$ cat src/rtl/tpu_tile_sequencer.sv
`default_nettype none
// ============================================================================
// Module      : tpu_tile_sequencer
// Description : Job sequencer for one systolic-array tile. A job does the
//               following in order:
//                 1. fetch one weight-SRAM entry,
//                 2. reload the array weights,
//                 3. stream num_rows activation rows from the unified buffer,
//                 4. write each deskewed result word RESULT_LAT cycles after
//                    the matching read,
//                 5. pulse done.
//               Every output is a flop.
// Ports       : clk, rstn              - clock, async active-low reset
//               start, num_rows,       - job request and job descriptor
//               src_base, dst_base,    -   (sampled only while idle)
//               w_sel
//               busy, done, err        - job status
//               ub_rd_en, ub_addr      - unified-buffer read port
//               w_addr, we_rl          - weight-SRAM address, weight reload
//               res_we, res_addr       - result-SRAM write port
//               perf_cycles            - busy cycles of the last job
//                                        (only with TILE_SEQ_PERF_EN)
// Config      : define TILE_SEQ_PERF_EN to add the perf_cycles counter.
// Revision    : 1.0 - initial release
// ============================================================================
module tpu_tile_sequencer #(
    parameter int MATRIX_SIZE   = 8,
    parameter int ADDRESSSIZE   = 10,
    parameter int W_ADDRESSSIZE = 2,
    parameter int RESULT_LAT    = 2*MATRIX_SIZE+2
) (
    input  logic                     clk,
    input  logic                     rstn,
    input  logic                     start,
    input  logic [ADDRESSSIZE:0]     num_rows,
    input  logic [ADDRESSSIZE-1:0]   src_base,
    input  logic [ADDRESSSIZE-1:0]   dst_base,
    input  logic [W_ADDRESSSIZE-1:0] w_sel,
    output logic                     busy,
    output logic                     done,
    output logic                     err,
    output logic                     ub_rd_en,
    output logic [ADDRESSSIZE-1:0]   ub_addr,
    output logic [W_ADDRESSSIZE-1:0] w_addr,
    output logic                     we_rl,
    output logic                     res_we,
`ifdef TILE_SEQ_PERF_EN
    output logic [31:0]              perf_cycles,
`endif
    output logic [ADDRESSSIZE-1:0]   res_addr
);

    localparam logic [2:0] S_IDLE   = 3'd0;
    localparam logic [2:0] S_WFETCH = 3'd1;
    localparam logic [2:0] S_WLOAD  = 3'd2;
    localparam logic [2:0] S_STREAM = 3'd3;
    localparam logic [2:0] S_DRAIN  = 3'd4;
    localparam logic [2:0] S_FINISH = 3'd5;

    logic [2:0]               state_q, state_d;
    logic [ADDRESSSIZE:0]     rows_q;
    logic [ADDRESSSIZE-1:0]   src_q;
    logic [ADDRESSSIZE:0]     rd_cnt_q;
    logic [ADDRESSSIZE:0]     wr_cnt_q;
    logic [RESULT_LAT-1:0]    dly_q;
    logic                     busy_q, done_q, err_q, ub_rd_en_q, we_rl_q;
    logic [ADDRESSSIZE-1:0]   ub_addr_q, res_addr_q;
    logic [W_ADDRESSSIZE-1:0] w_addr_q;
    logic                     accept, reject, wr_done, res_we_q;

    // Tail of the read-to-write delay line.
    assign res_we_q = dly_q[RESULT_LAT-1];

    // The write that happens this cycle counts, so DRAIN ends on the
    // cycle of the last result write.
    assign wr_done = (wr_cnt_q == rows_q) ||
                     (res_we_q && ((wr_cnt_q + 1'b1) == rows_q));

    always_comb begin
        state_d = state_q;
        accept  = 1'b0;
        reject  = 1'b0;
        case (state_q)
            S_IDLE: begin
                if (start) begin
                    if (num_rows != '0) begin
                        accept  = 1'b1;
                        state_d = S_WFETCH;
                    end else begin
                        reject  = 1'b1;
                    end
                end
            end
            S_WFETCH: state_d = S_WLOAD;
            S_WLOAD:  state_d = S_STREAM;
            S_STREAM: if (rd_cnt_q == rows_q - 1'b1) state_d = S_DRAIN;
            S_DRAIN:  if (wr_done) state_d = S_FINISH;
            S_FINISH: state_d = S_IDLE;
            default:  state_d = S_IDLE;
        endcase
    end

    always_ff @(posedge clk or negedge rstn) begin
        if (!rstn) begin
            state_q    <= S_IDLE;
            rows_q     <= '0;
            src_q      <= '0;
            rd_cnt_q   <= '0;
            wr_cnt_q   <= '0;
            busy_q     <= 1'b0;
            done_q     <= 1'b0;
            err_q      <= 1'b0;
            ub_rd_en_q <= 1'b0;
            we_rl_q    <= 1'b0;
            ub_addr_q  <= '0;
            res_addr_q <= '0;
            w_addr_q   <= '0;
        end else begin
            state_q    <= state_d;
            // Status and strobes are registered copies of the next state.
            busy_q     <= (state_d != S_IDLE);
            done_q     <= (state_d == S_FINISH);
            we_rl_q    <= (state_d == S_WLOAD);
            ub_rd_en_q <= (state_d == S_STREAM);
            err_q      <= reject;

            if (accept) begin
                rows_q     <= num_rows;
                src_q      <= src_base;
                w_addr_q   <= w_sel;
                res_addr_q <= dst_base;
                rd_cnt_q   <= '0;
                wr_cnt_q   <= '0;
            end else begin
                if (state_q == S_STREAM) rd_cnt_q <= rd_cnt_q + 1'b1;
                if (res_we_q) begin
                    wr_cnt_q   <= wr_cnt_q + 1'b1;
                    res_addr_q <= res_addr_q + 1'b1;
                end
            end

            // Address wraps naturally at 2^ADDRESSSIZE.
            if (state_d == S_STREAM)
                ub_addr_q <= (state_q == S_STREAM) ? ub_addr_q + 1'b1 : src_q;
        end
    end

    // Delay line from read strobe to result write strobe.
    generate
        if (RESULT_LAT == 1) begin : g_dly_one
            always_ff @(posedge clk or negedge rstn) begin
                if (!rstn) dly_q <= '0;
                else       dly_q <= ub_rd_en_q;
            end
        end else begin : g_dly_multi
            always_ff @(posedge clk or negedge rstn) begin
                if (!rstn) dly_q <= '0;
                else       dly_q <= {dly_q[RESULT_LAT-2:0], ub_rd_en_q};
            end
        end
    endgenerate

`ifdef TILE_SEQ_PERF_EN
    logic [31:0] perf_q;

    always_ff @(posedge clk or negedge rstn) begin
        if (!rstn)                        perf_q <= '0;
        else if (accept)                  perf_q <= '0;
        else if (busy_q && perf_q != '1)  perf_q <= perf_q + 1'b1;
    end

    assign perf_cycles = perf_q;
`endif

    assign busy     = busy_q;
    assign done     = done_q;
    assign err      = err_q;
    assign ub_rd_en = ub_rd_en_q;
    assign ub_addr  = ub_addr_q;
    assign w_addr   = w_addr_q;
    assign we_rl    = we_rl_q;
    assign res_we   = res_we_q;
    assign res_addr = res_addr_q;

endmodule
`default_nettype wire

$ cat config.mk
export PLATFORM = sky130hd
export DESIGN_NAME = tpu_tile_sequencer
export DESIGN_NICKNAME = d
export VERILOG_FILES = /design/src/rtl/tpu_tile_sequencer.sv
export SDC_FILE = /design/constraint.sdc
export NUM_CORES = 1
export LEC_CHECK = 0
export CORE_ASPECT_RATIO = 0.6
export CORE_MARGIN = 10
export CORE_UTILIZATION = 30
export DETAILED_ROUTE_END_ITERATION = 7
export SYNTH_ARGS = -nofsm -noshare
export SYNTH_HDL_FRONTEND = slang
export SYNTH_SLANG_ARGS = --single-unit
$ cat constraint.sdc
create_clock -name clk -period 2.45 [get_ports clk]
set_clock_uncertainty 0.2 [all_clocks]
set_input_delay 0.49 -clock clk [delete_from_list [all_inputs] [get_ports clk]]
set_output_delay 0.49 -clock clk [all_outputs]
set_load 0.05 [all_outputs]
After elaboration in Yosys (flattened, before gate mapping)
Cells that the tools add are included.
{ "word_totals": {"input_bits": 36, "word_cells": 54, "latch_bits": 0, "mem_count": 0, "rom_bits": 0, "ram_bits": 0, "output_inout_bits": 28, "regBits": 91} }
{ "op_classes": {"muxes": 18, "order_cmp": 0, "n_reduce_logical": 7, "add_sub_neg": 5, "n_div": 0, "eq_ne": 10, "bitwise": 0, "multipliers": 0, "shifts": 0} }
{ "op_table": {"columns": ["cell", "n"], "rows": [
  ["11-bit 2-to-1 mux", 4],
  ["11-bit == test", 3],
  ["10-bit 2-to-1 mux", 3],
  ["11-bit by 1-bit adder with 11-bit output, second input constant", 2],
  ["10-bit by 1-bit adder with 10-bit output, second input constant", 2],
  ["3-bit case mux with 5 select lines", 1],
  ["3-bit by 2-bit == test with 1-bit output, second input constant", 4],
  ["3-bit 2-to-1 mux", 4],
  ["11-bit nonzero test", 1],
  ["11-bit by 1-bit subtractor with 11-bit output, second input constant", 1],
  ["3-bit == test, second input constant", 2],
  ["1-bit 2-to-1 mux", 6],
  ["2-bit nonzero test", 2],
  ["3-bit by 1-bit == test with 1-bit output, second input constant", 1],
  ["3-bit zero test", 1],
  ["3-bit nonzero test", 1],
  ["1-bit logical AND", 1],
  ["1-bit logical OR", 1]
]} }

Depth between registers and ports, before layout
{ "depth": {"word_depth": 7, "mapped_depth": 12, "ltp_nobuf": 9} }

Worst setup path after synthesis
No wires, ideal clock.
{ "synth_timing": {"kind": "register to register", "startpoint": "reg rows_q[0]", "endpoint": "reg ub_addr_q[8], in the netlist ub_addr[8]", "arrival_time_ns": 2.378, "required_ns": 2.118, "period_less_slack_ns": 2.710, "setup_slack_ns": -0.260, "stages_incl_launch_ff": 13, "setup_time_ns": 0.132, "path_buffers": 3, "cell_sequence": "dfrtp_1 > clkbuf_1 > inv_1 > ha_1 > clkbuf_1 > o21ba_2 > a221oi_1 > a41o_1 > nand4_1 > or3_1 > buf_6 > a41oi_2 > a22oi_1"} }
{ "synth_between": {"elab_chain_cells": 6, "elab_cells_between_ends": 10, "cone_classes": "add/sub: 1; eq/ne: 4; mux: 3; reduce/logical: 2"} }
{ "synth_rtl": {"columns": ["item", "line", "source"], "rows": [
  ["start: declaration", "61", "logic [ADDRESSSIZE:0] rows_q;"],
  ["start signal: assignment", "128", "rows_q <= num_rows;"],
  ["branches (longest 4 deep; another with 11-bit by 1-bit subtractor with 11-bit output)", null, null],
  ["3-bit case mux with 5 select lines *", "83", "case (state_q)"],
  ["3-bit by 2-bit == test with 1-bit output *", "143", "if (state_d == S_STREAM)"],
  ["end signal: assignment", "144", "ub_addr_q <= (state_q == S_STREAM) ? ub_addr_q + 1'b1 : src_q;"],
  ["end: declaration", "67", "logic [ADDRESSSIZE-1:0] ub_addr_q, res_addr_q;"]
]} }
Every way passes the cells marked *.
A chain may end at the register's enable or synchronous reset.

Worst setup path after layout
{ "layout_timing": {"startpoint": "reg rows_q[4]", "endpoint": "reg ub_addr_q[7], in the netlist ub_addr[7]"} }
Same word-level chain as after synthesis.

==> reports/metrics.csv <==
metric;value;unit
dp_hpwl;8.97;mm
final_cell_mix;90 x dfrtp_1, 61 x clkdlybuf4s50_1, 45 x nor2_1, 41 x buf_4, 39 x nand2_1;
setup_viol;15;
avgSynthCellArea;10.2;sq um
num_io_pins;64;
synth_cell_types;56;
grt_pass1_wl;19.9;mm
violations;setup timing;
layout-drive-gt1-share;0.219;
worst-path-max-fanout;5;
die_w;180;um
synth-xor-area-share;0.105;
yosys.area_share.simple;0.180;
synth_seq_cells;91;
drv_cap;0;
cts_root_buffer;clkbuf_16;
startpoint_type;flip-flop;
crit_arrival;2.66;ns
synth-edff-count;0;
cts_tree;done;
clk_path_buf_depth;2;
rsz0062_at_grt;yes;
syn_inst;448;
finalHoldViolations;0;
die_area;0.0208;sq mm
synth_fa_ha_area_frac;0.0136;
drt-pass1-iter-count;4;
finalPower;6.57;mW
overflow;0;
clock-sinks;91;
hold_path.class;flip-flop to flip-flop;
viasPerCell;5.00;
synthArstFlopShare;1.00;
wl_per_cell;16.6;um
min_period;2.65;ns
diodes;0;
maxSlewHeadroom;0.637;
gp_congestion;0.854;
die_y;116;um
finalMaxSlewViolations;0;
insertion_delay;0.34;ns
synthMuxAreaShare;0.0606;
p_leak;2.49;nW
grt_antenna_before_repair;0;
power_density;1050;mW/mm^2
rows;34;
clkSlewWorstSetupHoldPaths;0.06;ns
status;finished, violations left;
area_delta_synth_final;35.8;%
fin_crit_sh;1.08;
antenna_left;0;
fin_nets;580;
vias;3710;
grt_pass1_vias;3650;
synthFlopType;dfrtp_1;
fill_cells;1433;
setup_ws;-0.205;ns
cts_buffers;9;
grt_max_degree;62;
peakVddDrop;351;uV
synth.yosys.seq_area_share;0.497;
cts_max_level;3;
dpl_worst_slack;-0.348;ns
final_common_cell;dfrtp_1;
wirelength;12.3;mm
worst_slew_pin_slew;0.542;ns
end_kind;flip-flop;
synthesis.area;0.00459;sq mm
port_buffers;63;
drt_iter0_markers;294;
path_class;flip-flop to flip-flop;
synth_compound_area_frac;0.108;
yosysWarningCount;0;
grt_usage;0.118;
drc;0;
worstPathRequired;2.46;ns
fmax;0.377;GHz
core;0.0147;sq mm
start_util;0.312;
synth_top_family_by_area;simple AND/OR/NAND/NOR gates;
syn-num-nets;489;
-- cell families (layout without fill, tap and decap cells) --
family / after synthesis / count (layout)
adders and majority gates: 5 / 5
DFF: 91 / 91
muxes: 25 / 25
AOI/OAI and AO/OA: 71 / 71
xor gates and xnor gates: 55 / 55
buffers and inverters: 37 / 133
and+or+nand+nor: 164 / 164
-- synthesized netlist by cell type (2+ instances only) --
| cell | n | area share |
|---|---|---|
| dfrtp_1 | 91 | 0.50 |
| nor2_1 | 47 | 0.038 |
| nand2_1 | 40 | 0.033 |
| xor2_1 | 29 | 0.055 |
| xnor2_1 | 26 | 0.050 |
| mux2_2 | 22 | 0.054 |
| clkbuf_1 | 20 | 0.016 |
| o21ai_0 | 19 | 0.021 |
| nand4_1 | 15 | 0.020 |
| nand3_1 | 13 | 0.014 |
| and3_1 | 10 | 0.014 |
| a21oi_1 | 8 | 0.0087 |
| a31oi_1 | 8 | 0.011 |
| nor3_1 | 8 | 0.0087 |
| a22oi_1 | 7 | 0.011 |
| inv_1 | 6 | 0.0049 |
| and2_1 | 5 | 0.0068 |
| ha_1 | 5 | 0.014 |
| a211oi_1 | 4 | 0.0065 |
| buf_1 | 4 | 0.0033 |
| nor2b_1 | 4 | 0.0055 |
| nor4_1 | 4 | 0.0055 |
| buf_2 | 3 | 0.0033 |
| buf_6 | 3 | 0.0074 |
| mux2i_1 | 3 | 0.0065 |
| o22ai_1 | 3 | 0.0041 |
| o31ai_1 | 3 | 0.0049 |
| or3_1 | 3 | 0.0041 |
| a211o_1 | 2 | 0.0038 |
| a22o_1 | 2 | 0.0038 |
| a41oi_2 | 2 | 0.0071 |
| nand3b_1 | 2 | 0.0033 |
| nand4b_1 | 2 | 0.0038 |
| nor3b_1 | 2 | 0.0033 |
| nor4b_1 | 2 | 0.0038 |
-- where the power goes --
group	internal [mW]	switching (mW)
combinational	1.25	1.69
clock	0.788	0.565
sequential	1.91	0.368
total	3.95	2.62
-- worst paths after layout --
check	cells after the start	slack, ns	end	from
max in group asynchronous	3	1.19	state_q[0]	rstn
min reg2reg	0	0.14	dly_q[6]	dly_q[5]
min	0	0.14	dly_q[6]	dly_q[5]
max	10	-0.20	ub_addr[7]	rows_q[4]
min in group asynchronous	2	0.31	res_addr[8]	rstn
max reg2reg	10	-0.20	ub_addr[7]	rows_q[4]
-- metal layers --
layer | global-route usage | part of all wire | vias up
met5 | 0 | 0 | -
met4 | 0.0324 | 0.0079 | 0
met3 | 0.0386 | 0.056 | 10
met2 | 0.164 | 0.41 | 118
met1 | 0.169 | 0.53 | 1830
li1 | - | - | 1752
-- flip-flops by register name (all words and copies together) (netlist names) --
name and cells:
w_addr 2, res_addr 10, dly_q 18, done 1
src_q 10, ub_rd_en 1, state_q 3, ub_addr 10
wr_cnt_q 11, busy 1, we_rl 1, rows_q 11
rd_cnt_q 11, err 1
-- layout make-up --
type / instances / area [sq um] / share of cell area
clock buffer: 11 / 233 / 0.0374
clock inverter: 5 / 53.8 / 0.00864
inverter: 6 / 22.5 / 0.00362
multi-input combinational: 320 / 2320 / 0.372
sequential: 91 / 2280 / 0.366
tap: 198 / 248 / 0.0398
timing repair buffer: 111 / 1070 / 0.172
-- metrics by stage --
stage | utilization | setup TNS [ns] | instance area, sq um | hold slack (ns) | cells
6_report | 0.423 | -1.86 | 6230 | 0.145 | 742
5_1_grt | 0.423 | -3.50 | 6230 | 0.153 | 742
4_1_cts | 0.416 | -1.37 | 6120 | 0.149 | 739
3_5_place_dp | 0.385 | -14.06 | 5660 | 0.122 | 715
3_3_place_gp | 0.385 | -8.06 | 5660 | 0.122 | 715
2_1_floorplan | - | -0.0350 | 4640 | -0.00559 | 448
-- worst max-delay path, stage by stage (launching register included) --
cell	delay, ns
dfrtp_2	0.44
buf_12	0.14
nor4_4	0.23
buf_4	0.19
and4_4	0.21
and3_4	0.17
a21oi_2	0.05
or3_4	0.45
buf_16	0.17
a31oi_4	0.18
a22oi_1	0.08
-- repair_timing --
action / CTS / global route
endpoints found under the hold margin: 6 / 0
cloned: 1 / 0
gates resized for setup: 14 / 12
hold buffers: 1 / 0
pin swaps: 12 / 7
endpoints found under the setup margin: 15 / 51
buffers inserted: 6 / 3
Note: power is estimated with default switching activity, not from simulation.
